===== config.mk =====
export PLATFORM = sky130hd
export DESIGN_NAME = ascon_permutation_core_flat
export DESIGN_NICKNAME = d
export VERILOG_FILES = /design/src/rtl/ascon_permutation_core_pkg.sv /design/src/rtl/ascon_permutation_core_if.sv /design/src/rtl/ascon_permutation_core_round.sv /design/src/rtl/ascon_permutation_core.sv /design/src/flat_wrapper.sv
export SDC_FILE = /design/constraint.sdc
export NUM_CORES = 2
export LEC_CHECK = 0
export ABC_AREA = 1
export BUFFER_PORTS_ARGS = -buffer_cell sky130_fd_sc_hd__buf_4
export CAP_MARGIN = 25
export CORE_MARGIN = 1
export CORE_UTILIZATION = 40
export CTS_BUF_LIST = sky130_fd_sc_hd__clkbuf_8
export DETAILED_ROUTE_END_ITERATION = 7
export PLACE_DENSITY = 0.67
export SKIP_CTS_REPAIR_TIMING = 1
export SYNTH_ARGS = -nofsm -noshare
export SYNTH_HDL_FRONTEND = slang
export SYNTH_SLANG_ARGS = --single-unit

===== constraint.sdc =====
create_clock -name clk -period 11.2 [get_ports clk]
set_input_delay 2.8 -clock clk [delete_from_list [all_inputs] [get_ports clk]]
set_output_delay 2.8 -clock clk [all_outputs]
set_load 0.005 [all_outputs]

===== src/rtl/ascon_permutation_core_pkg.sv =====
// Shared types for the Ascon permutation core: state struct, FSM states, rotations, round constant.
// Latency: n/a (types and pure functions only).
// Backpressure: n/a.
package ascon_pkg;

  localparam int ASCON_WORDS = 10;

  // x0 sits in the MSBs so that 32-bit word k maps to x[k/2], even k = high half
  typedef struct packed {
    logic [63:0] x0;
    logic [63:0] x1;
    logic [63:0] x2;
    logic [63:0] x3;
    logic [63:0] x4;
  } ascon_state_t;

  typedef enum logic [1:0] {
    ST_IDLE = 2'd0,
    ST_RUN  = 2'd1,
    ST_DONE = 2'd2
  } fsm_t;

  localparam int ROT_X0_A = 19;
  localparam int ROT_X0_B = 28;
  localparam int ROT_X1_A = 61;
  localparam int ROT_X1_B = 39;
  localparam int ROT_X2_A = 1;
  localparam int ROT_X2_B = 6;
  localparam int ROT_X3_A = 10;
  localparam int ROT_X3_B = 17;
  localparam int ROT_X4_A = 7;
  localparam int ROT_X4_B = 41;

  function automatic logic [7:0] rc(input logic [3:0] r);
    return {~r, r};
  endfunction

  function automatic logic [63:0] ror64(input logic [63:0] v, input int n);
    return (v >> n) | (v << (64 - n));
  endfunction

endpackage


===== src/rtl/ascon_permutation_core_if.sv =====
// Load/start/readback bus between the register slave (master) and the permutation core (slave).
// Latency: wires only; err is present only when ASCON_PERM_PROTECT_EN is defined.
// Backpressure: none; the master polls busy/done before reading results.
interface ascon_permutation_core_if;
  logic        ld_valid;
  logic [3:0]  ld_idx;
  logic [31:0] ld_data;
  logic        start;
  logic [3:0]  rounds;
  logic [3:0]  rd_idx;
  logic [31:0] rd_data;
  logic        busy;
  logic        done;
`ifdef ASCON_PERM_PROTECT_EN
  logic        err;
`endif

  modport master (
    output ld_valid, ld_idx, ld_data, start, rounds, rd_idx,
    input  rd_data, busy, done
`ifdef ASCON_PERM_PROTECT_EN
    , input err
`endif
  );

  modport slave (
    input  ld_valid, ld_idx, ld_data, start, rounds, rd_idx,
    output rd_data, busy, done
`ifdef ASCON_PERM_PROTECT_EN
    , output err
`endif
  );
endinterface


===== src/rtl/ascon_permutation_core_round.sv =====
// One Ascon round: constant addition, bitsliced 5-bit S-box, linear diffusion layer.
// Latency: purely combinational.
// Backpressure: n/a.
module ascon_round
  import ascon_pkg::*;
(
  input  ascon_state_t s_in,
  input  logic [3:0]   r,
  output ascon_state_t s_out
);

  logic [63:0] x0, x1, x2, x3, x4;
  logic [63:0] t0, t1, t2, t3, t4;

  // constant add, S-box (chi-like core wrapped in the Ascon pre/post XORs), then linear layer
  always_comb begin
    x0 = s_in.x0;
    x1 = s_in.x1;
    x2 = s_in.x2 ^ {56'h0, rc(r)};
    x3 = s_in.x3;
    x4 = s_in.x4;

    x0 = x0 ^ x4;
    x4 = x4 ^ x3;
    x2 = x2 ^ x1;
    t0 = ~x0 & x1;
    t1 = ~x1 & x2;
    t2 = ~x2 & x3;
    t3 = ~x3 & x4;
    t4 = ~x4 & x0;
    x0 = x0 ^ t1;
    x1 = x1 ^ t2;
    x2 = x2 ^ t3;
    x3 = x3 ^ t4;
    x4 = x4 ^ t0;
    x1 = x1 ^ x0;
    x0 = x0 ^ x4;
    x3 = x3 ^ x2;
    x2 = ~x2;

    s_out.x0 = x0 ^ ror64(x0, ROT_X0_A) ^ ror64(x0, ROT_X0_B);
    s_out.x1 = x1 ^ ror64(x1, ROT_X1_A) ^ ror64(x1, ROT_X1_B);
    s_out.x2 = x2 ^ ror64(x2, ROT_X2_A) ^ ror64(x2, ROT_X2_B);
    s_out.x3 = x3 ^ ror64(x3, ROT_X3_A) ^ ror64(x3, ROT_X3_B);
    s_out.x4 = x4 ^ ror64(x4, ROT_X4_A) ^ ror64(x4, ROT_X4_B);
  end

endmodule


===== src/rtl/ascon_permutation_core.sv =====
// Iterative Ascon p^a engine (a = 6/8/12, ROUNDS_PER_CYCLE rounds per clock); optional err via ASCON_PERM_PROTECT_EN.
// Latency: start at edge T, last round group at edge T + a/ROUNDS_PER_CYCLE, done pulses the cycle after.
// Backpressure: none; loads/starts during RUN (and starts during DONE) are dropped.
module ascon_permutation_core
  import ascon_pkg::*;
#(
  parameter int ROUNDS_PER_CYCLE = 1
) (
  input  logic                   clk,
  input  logic                   reset,
  ascon_permutation_core_if.slave bus
);

  logic [0:ASCON_WORDS-1][31:0] st_w;
  fsm_t                         fsm;
  logic [3:0]                   r_cnt;
  logic                         busy_q;
  logic                         done_q;
  logic                         ld_ok;
  logic                         start_ok;
  logic                         last_grp;
  logic [3:0]                   i0;
  ascon_state_t                 chain [ROUNDS_PER_CYCLE+1];

  assign chain[0] = ascon_state_t'(st_w);

  for (genvar g = 0; g < ROUNDS_PER_CYCLE; g++) begin : g_round
    ascon_round u_round (
      .s_in  (chain[g]),
      .r     (r_cnt + 4'(g)),
      .s_out (chain[g+1])
    );
  end

  assign ld_ok    = bus.ld_valid && (fsm != ST_RUN) && (bus.ld_idx < 4'(ASCON_WORDS));
  assign start_ok = bus.start && (fsm == ST_IDLE);
  assign last_grp = (r_cnt + 4'(ROUNDS_PER_CYCLE)) == 4'd12;

  // first round index from the requested count; anything unsupported runs the full 12
  always_comb begin
    i0 = 4'd0;
    case (bus.rounds)
      4'd6:    i0 = 4'd6;
      4'd8:    i0 = 4'd4;
      default: i0 = 4'd0;
    endcase
  end

  // state register, round counter and IDLE/RUN/DONE sequencing with registered busy/done
  always_ff @(posedge clk or posedge reset) begin
    if (reset) begin
      st_w   <= '0;
      fsm    <= ST_IDLE;
      r_cnt  <= 4'd0;
      busy_q <= 1'b0;
      done_q <= 1'b0;
    end else begin
      if (ld_ok) st_w[bus.ld_idx] <= bus.ld_data;
      case (fsm)
        ST_IDLE: begin
          if (start_ok) begin
            fsm    <= ST_RUN;
            r_cnt  <= i0;
            busy_q <= 1'b1;
          end
        end
        ST_RUN: begin
          st_w  <= chain[ROUNDS_PER_CYCLE];
          r_cnt <= r_cnt + 4'(ROUNDS_PER_CYCLE);
          if (last_grp) begin
            fsm    <= ST_DONE;
            busy_q <= 1'b0;
            done_q <= 1'b1;
          end
        end
        ST_DONE: begin
          fsm    <= ST_IDLE;
          done_q <= 1'b0;
        end
        default: begin
          fsm    <= ST_IDLE;
          busy_q <= 1'b0;
          done_q <= 1'b0;
        end
      endcase
    end
  end

  assign bus.busy    = busy_q;
  assign bus.done    = done_q;
  assign bus.rd_data = (bus.rd_idx < 4'(ASCON_WORDS)) ? st_w[bus.rd_idx] : 32'h0;

`ifdef ASCON_PERM_PROTECT_EN
  logic err_q;
  logic err_cond;

  assign err_cond = (bus.ld_valid && ((fsm == ST_RUN) || (bus.ld_idx >= 4'(ASCON_WORDS))))
                  || (bus.start && (fsm == ST_RUN));

  // sticky error; only a clean accepted start wipes it
  always_ff @(posedge clk or posedge reset) begin
    if (reset)         err_q <= 1'b0;
    else if (err_cond) err_q <= 1'b1;
    else if (start_ok) err_q <= 1'b0;
  end

  assign bus.err = err_q;
`endif

endmodule


===== src/flat_wrapper.sv =====
// flat-port wrapper written by rule: the top's interface ports become plain ports
module ascon_permutation_core_flat import ascon_pkg::*;
#(
  parameter int ROUNDS_PER_CYCLE = 1
)
  (clk, reset, bus_ld_valid, bus_ld_idx, bus_ld_data, bus_start, bus_rounds, bus_rd_idx, bus_rd_data, bus_busy, bus_done);
  ascon_permutation_core_if bus_i ();
  input  logic clk;
  input  logic reset;
  input wire logic [$bits(bus_i.ld_valid)-1:0] bus_ld_valid;
  input wire logic [$bits(bus_i.ld_idx)-1:0] bus_ld_idx;
  input wire logic [$bits(bus_i.ld_data)-1:0] bus_ld_data;
  input wire logic [$bits(bus_i.start)-1:0] bus_start;
  input wire logic [$bits(bus_i.rounds)-1:0] bus_rounds;
  input wire logic [$bits(bus_i.rd_idx)-1:0] bus_rd_idx;
  output wire logic [$bits(bus_i.rd_data)-1:0] bus_rd_data;
  output wire logic [$bits(bus_i.busy)-1:0] bus_busy;
  output wire logic [$bits(bus_i.done)-1:0] bus_done;
  assign bus_i.ld_valid = bus_ld_valid;
  assign bus_i.ld_idx = bus_ld_idx;
  assign bus_i.ld_data = bus_ld_data;
  assign bus_i.start = bus_start;
  assign bus_i.rounds = bus_rounds;
  assign bus_i.rd_idx = bus_rd_idx;
  assign bus_rd_data = bus_i.rd_data;
  assign bus_busy = bus_i.busy;
  assign bus_done = bus_i.done;
  ascon_permutation_core #(.ROUNDS_PER_CYCLE(ROUNDS_PER_CYCLE)) u_core (.clk(clk), .reset(reset), .bus(bus_i));
endmodule

# Word level (Yosys, flattened, before mapping)
# Cells that the tools add are included.
[op_classes]
addsub = 1
n_lt_le_gt_ge = 5
eq_ne = 8
n_mux = 20
n_bitwise = 48
reduce_logical = 11
[op_table]
columns = ["operator", "count"]
rows = [
  ["64-bit bitwise XOR", 21],
  ["320-bit two-way mux", 2],
  ["64-bit NOT", 6],
  ["64-bit AND", 5],
  ["320-bit bitwise mux", 1],
  ["32-bit binary-select mux with 4-bit select", 1],
  ["32-bit demux with 4-bit select", 1],
  ["32-bit two-way mux", 4],
  ["23-bit by 64-bit bitwise OR with 64-bit output", 1],
  ["25-bit by 64-bit bitwise OR with 64-bit output", 1],
  ["3-bit by 64-bit bitwise OR with 64-bit output", 1],
  ["36-bit by 64-bit bitwise OR with 64-bit output", 1],
  ["45-bit by 64-bit bitwise OR with 64-bit output", 1],
  ["47-bit by 64-bit bitwise OR with 64-bit output", 1],
  ["54-bit by 64-bit bitwise OR with 64-bit output", 1],
  ["57-bit by 64-bit bitwise OR with 64-bit output", 1],
  ["58-bit by 64-bit bitwise OR with 64-bit output", 1],
  ["63-bit by 64-bit bitwise OR with 64-bit output", 1],
  ["64-bit by 8-bit bitwise XOR with 64-bit output", 1],
  ["5-bit greater-or-equal comparator (second input constant)", 2],
  ["4-bit NOT with 5-bit output", 2],
  ["4-bit equality test (second input constant)", 2],
  ["4-bit < comparator (second input constant)", 2],
  ["4-bit one-hot mux with 2 select lines", 1],
  ["20 further kinds", 32],
]
[word_totals]
regBits = 328
out_inout_bits = 34

# Longest topological paths before layout
[logic_depth]
ltp_word = 11
depth_mapped = 14
depth_no_buf = 14

# Modules after synthesis
# Synthesis repeated with hierarchy kept, for this count alone.
[hier_totals]
hier_cells = 6852
hier_area_um2 = 39706.8
[modules_own_cells]
columns = ["mod", "instances", "cells_per_inst", "area_per_inst_um2", "seq_area_each_um2"]
rows = [
  ["ascon_round", 1, 4171, 21107.7, 0.0],
  ["ascon_permutation_core", 1, 2681, 18599.1, 8207.9],
]

# Worst setup path before layout
# No wires, ideal clock.
[synth_timing]
path_kind = "input to output"
startpoint = "input port bus_rd_idx[0]"
endpoint = "output port bus_rd_data[31]"
arrival_time_ps = 3938
setup_slack_ps = 4462
cell_stages = 8
path_buffers = 3
cell_sequence = "buf_2 > clkinv_1 > buf_2 > buf_2 > o21ai_0 > o21ai_0 > a211oi_1 > o22ai_1"
[synth_between]
elab_chain_len = 5
[synth_rtl]
columns = ["item", "line", "text"]
rows = [
  ["from (decl)", "flat_wrapper.sv:15", "input wire logic [$bits(bus_i.rd_idx)-1:0] bus_rd_idx;"],
  ["4-bit NOT with 5-bit output (implied by the code)", "ascon_permutation_core.sv:91", "assign bus.rd_data = (bus.rd_idx < 4'(ASCON_WORDS)) ? st_w[bus.rd_idx] : 32'h0;"],
  ["32-bit binary-select mux with 4-bit select", "ascon_permutation_core.sv:91", ""],
  ["32-bit two-way mux (implied by the code) (2 in a row)", "ascon_permutation_core.sv:91", ""],
  ["32-bit two-way mux *", "ascon_permutation_core.sv:91", ""],
  ["to (decl)", "flat_wrapper.sv:16", "output wire logic [$bits(bus_i.rd_data)-1:0] bus_rd_data;"],
]
# Every way passes the cells marked *; elsewhere a longest branch is shown, timed or not. The select of a mux whose other input is x is not followed.

# Worst setup path after layout
[layout_timing]
startpoint = "input port bus_rd_idx[1]"
endpoint = "output port bus_rd_data[11]"
# The elaborated chain is that of the path after synthesis.

==> metrics.txt <==
# TYPE chip_impl_metric gauge
chip_impl_metric{name="global_route.usage.total",unit="%"} 54.8
chip_impl_info{name="outcome",value="finished with violations"} 1
chip_impl_metric{name="post_detailed_routing_wire_length",unit="um"} 257000
chip_impl_metric{name="synthesis.instances",unit=""} 6049
chip_impl_metric{name="clk_path_buf_depth",unit=""} 3
chip_impl_info{name="post_synth_most_frequent_cells",value="nand2_1, nand3_1, nor2_1, inv_1, dfrtp_1"} 1
chip_impl_info{name="cts_root_buffer",value="clkbuf_8"} 1
chip_impl_metric{name="route.vias.total",unit=""} 47000
chip_impl_metric{name="mapped_nets",unit=""} 6226
chip_impl_metric{name="floorplan.core_area",unit="mm^2"} 0.0888
chip_impl_metric{name="design.final.nets",unit=""} 6306
chip_impl_metric{name="yosysTopAreaCellShare",unit="%"} 24.9
chip_impl_info{name="setup.worst_path.end_class",value="output pin"} 1
chip_impl_metric{name="ys_types",unit=""} 40
chip_impl_metric{name="ys_warn_count",unit=""} 0
chip_impl_info{name="hold_class",value="reg2reg"} 1
chip_impl_info{name="yosys-top-cells-area",value="nand2_1, dfrtp_1, nand3_1"} 1
chip_impl_metric{name="dpl.hpwl",unit="um"} 204000
chip_impl_metric{name="buffering_stage_count_on_the_worst_path_with_inverters_included",unit=""} 4
chip_impl_metric{name="die_width",unit="um"} 302
chip_impl_metric{name="drc",unit=""} 1
chip_impl_metric{name="fin_crit",unit="ns"} 9.24
chip_impl_metric{name="setup-tns-final",unit="ns"} 0
chip_impl_metric{name="floorplan.initialDensity",unit="%"} 40.6
chip_impl_info{name="cpMaxStageDelayCell",value="nor2_2"} 1
chip_impl_metric{name="worst_slew_pin_slew",unit="ns"} 1.25
chip_impl_info{name="cpLargestDelayFamily",value="buffers and inverters"} 1
chip_impl_metric{name="async_reset_ff_share",unit="%"} 100
chip_impl_metric{name="routed_wire_length_per_instance",unit="um"} 34.9
chip_impl_metric{name="number_of_enable_flip_flop_cells_after_synthesis",unit=""} 0
chip_impl_metric{name="fp.dieH",unit="um"} 302
chip_impl_metric{name="worst_clock_skew",unit="ns"} 0.0721
chip_impl_metric{name="first_global_vias",unit=""} 39400
chip_impl_info{name="cp-endpoint",value="bus_rd_data[11]"} 1
chip_impl_metric{name="cts.reportedPaths.clkPinSlew",unit="ns"} 0.05
chip_impl_info{name="dominant_register_cell_in_the_synthesized_netlist",value="dfrtp_1"} 1
chip_impl_info{name="timing.setup.critical_path_class",value="in2out"} 1
chip_impl_info{name="synth.largest_area_cell",value="nand2_1"} 1
chip_impl_metric{name="route.detailed.vias_per_inst",unit=""} 6.38
chip_impl_metric{name="global_route_wire_length_before_repair",unit="um"} 336000
chip_impl_metric{name="fp-row-count",unit=""} 109
chip_impl_info{name="startpoint_type",value="input port"} 1
chip_impl_metric{name="timing.critical_path.fanout_max",unit=""} 36
chip_impl_metric{name="final_setup_violation_count",unit=""} 0
chip_impl_metric{name="number_of_cells_on_the_critical_path",unit=""} 9
chip_impl_metric{name="worst_case_hold_slack",unit="ns"} 0.481
chip_impl_metric{name="number_of_top_level_pins",unit=""} 82
chip_impl_metric{name="clock_tree.htree_level_count",unit=""} 3
chip_impl_metric{name="min_period_over_period",unit="%"} 82.5
chip_impl_metric{name="worst_path_largest_cell_delay",unit="ns"} 1.02
chip_impl_metric{name="drv_slew",unit=""} 0
chip_impl_info{name="rsz0062_at_grt",value="no"} 1
chip_impl_metric{name="fraction_of_final_layout_cells_with_drive_strength_greater_than_1",unit="%"} 5.49
chip_impl_metric{name="final.fill_count",unit=""} 9491
chip_impl_metric{name="post_synth_instance_area",unit="mm^2"} 0.0360
chip_impl_metric{name="number_of_standard_cells_in_the_final_layout_excluding_fillers",unit=""} 7360
chip_impl_metric{name="maxCapViolCount",unit=""} 0
chip_impl_metric{name="postSynthAreaPerCell",unit="um^2"} 5.96
chip_impl_metric{name="antenna_found_initial",unit=""} 34
chip_impl_metric{name="worst-r2r-setup-slack",unit="ns"} 7.23
chip_impl_info{name="yosysMostFrequentCell",value="nand2_1"} 1
chip_impl_metric{name="finish.utilization",unit="%"} 44.8
chip_impl_info{name="crit_start",value="bus_rd_idx[1]"} 1
chip_impl_metric{name="grt_start_max_net_pins",unit=""} 172
chip_impl_info{name="violations_in_the_final_reports",value="design-rule violations"} 1
chip_impl_metric{name="yosys_register_bits",unit=""} 328
chip_impl_metric{name="max-slew-margin-rel",unit="%"} 15.9
chip_impl_metric{name="grt-ovfl-total",unit=""} 0
chip_impl_info{name="cts_tree",value="yes"} 1
chip_impl_info{name="crit_chain",value="buf_4 -> clkinv_2 -> nor2_2 -> buf_4 -> o21ai_0 -> a21oi_1 -> a211oi_1 -> o22ai_1 -> buf_4"} 1
chip_impl_metric{name="antenna_left",unit=""} 0
chip_impl_metric{name="clock_sinks",unit=""} 328
chip_impl_metric{name="finalHoldViolations",unit=""} 0
chip_impl_metric{name="required_time_worst_endpoint",unit="ns"} 8.40
chip_impl_info{name="hp-start",value="u_core.bus.busy$_DFFE_PP0P_"} 1
chip_impl_metric{name="die_area",unit="mm^2"} 0.0913
chip_impl_metric{name="port_buffer_cells",unit=""} 81
chip_impl_metric{name="post-place-cells",unit=""} 7212
chip_impl_metric{name="ff2ff_path_depth",unit=""} 8
chip_impl_metric{name="detailedRoute.firstIterationViolations",unit=""} 8782
chip_impl_metric{name="max_freq",unit="MHz"} 108
chip_impl_metric{name="flow.area_growth_from_synthesis",unit="%"} 10.3
chip_impl_metric{name="synth_seq_area_share",unit="%"} 22.8
chip_impl_info{name="worst_path_most_repeated_cell",value="buf_4"} 1
chip_impl_metric{name="clock_insertion_delay_worst_skew",unit="ns"} 0.83
chip_impl_metric{name="gp_congestion",unit=""} 1.21
chip_impl_metric{name="detailedRoute.firstPassIterationCount",unit=""} 8
chip_impl_metric{name="cp_data_arrival_time",unit="ns"} 6.44
chip_impl_info{name="r2r-end",value="u_core.chain[435]$_DFFE_PP0P_"} 1
chip_impl_metric{name="cts_buffers",unit=""} 70
chip_impl_info{name="critical_path.reg2reg.startpoint",value="u_core.chain[452]$_DFFE_PP0P_"} 1
[state kept, by name (all words and copies together), names as in the netlist]
name             cells
u_core.bus.busy      1
u_core.fsm           2
u_core.chain       320
u_core.r_cnt         4
u_core.bus.done      1
[cells in the final DEF (no fill, tap or decap), types with 89 or more instances in the layout]
| cell | netlist | routed |
|---|---|---|
| nor2_1 | 537 | 535 |
| o21ai_0 | 278 | 278 |
| xor2_1 | 236 | 232 |
| dfrtp_1 | 328 | 328 |
| clkbuf_8 | 0 | 89 |
| buf_4 | 0 | 158 |
| nand2_1 | 2390 | 2387 |
| inv_1 | 502 | 517 |
| ha_1 | 129 | 129 |
| xnor2_1 | 150 | 144 |
| nand4_1 | 109 | 109 |
| nand3_1 | 612 | 612 |
| a21oi_1 | 297 | 296 |
| a22oi_1 | 99 | 99 |
[worst min path at each step]
stage	endpoint	slack, ns	depth (start not counted)
floorplan	u_core.bus.busy$_DFFE_PP0P_	0.46	2
global placement	u_core.bus.busy$_DFFE_PP0P_	0.47	2
detailed placement	u_core.bus.busy$_DFFE_PP0P_	0.47	2
CTS	u_core.bus.busy$_DFFE_PP0P_	0.48	2
global route	u_core.bus.busy$_DFFE_PP0P_	0.50	2
finish	u_core.bus.busy$_DFFE_PP0P_	0.48	2
[per-stage QoR]
stage               area (um^2)  setup WS (ns)
finish                    39800           1.96
global route              39700           2.17
CTS                       39600           2.20
detailed placement        38200           2.21
global placement          38200           2.31
floorplan                 36000           4.02
[cells by family (layout without fill, tap and decap cells)]
| kind of cell | count (synthesis) | after routing | synth area share (%) |
|---|---|---|---|
| multiplexers | 1 | 1 | 0.0278 |
| AO/OA/AOI/OAI | 844 | 844 | 13.5 |
| flip-flops | 328 | 328 | 22.8 |
| XOR/XNOR | 420 | 420 | 10.9 |
| other | 0 | 20 | 0 |
| AND/OR/NAND/NOR | 3655 | 3655 | 41.0 |
| adder cells (fa/ha/maj) | 129 | 129 | 4.48 |
| buffers and inverters | 672 | 798 | 7.26 |
[cell type report]
class / instances / area (um^2) / area share, %
antenna: 20 / 50.0 / 0.126
clock buffer: 89 / 1220 / 3.08
clock inverter: 29 / 158 / 0.397
inverter: 511 / 1930 / 4.85
multi-input combinational: 5049 / 25400 / 63.8
sequential: 328 / 8210 / 20.6
tap: 1165 / 1460 / 3.67
timing repair buffer: 169 / 1370 / 3.45
[worst reg2reg max path: stages (launching register included)]
cell,delay (ns)
dfrtp_1,0.51
xnor2_1,0.66
ha_1,0.39
xnor2_2,0.78
xor2_1,0.46
nand2_1,0.38
nand3_1,0.19
nand3_1,0.30
a21oi_1,0.24
[metal layers]
metal,share of wire (%),vias to the layer above,wire length (um),global-route usage (%)
li1,-,19900,-,-
met1,36,21900,92400,67.2
met2,38,4055,96800,73.8
met3,15,1098,38100,20.9
met4,11,34,29100,49.2
met5,0.094,-,242,0
Power is left out: the tool's default activity adds up to more than one toggle a clock period on the data nets, which glitch-free logic cannot reach.
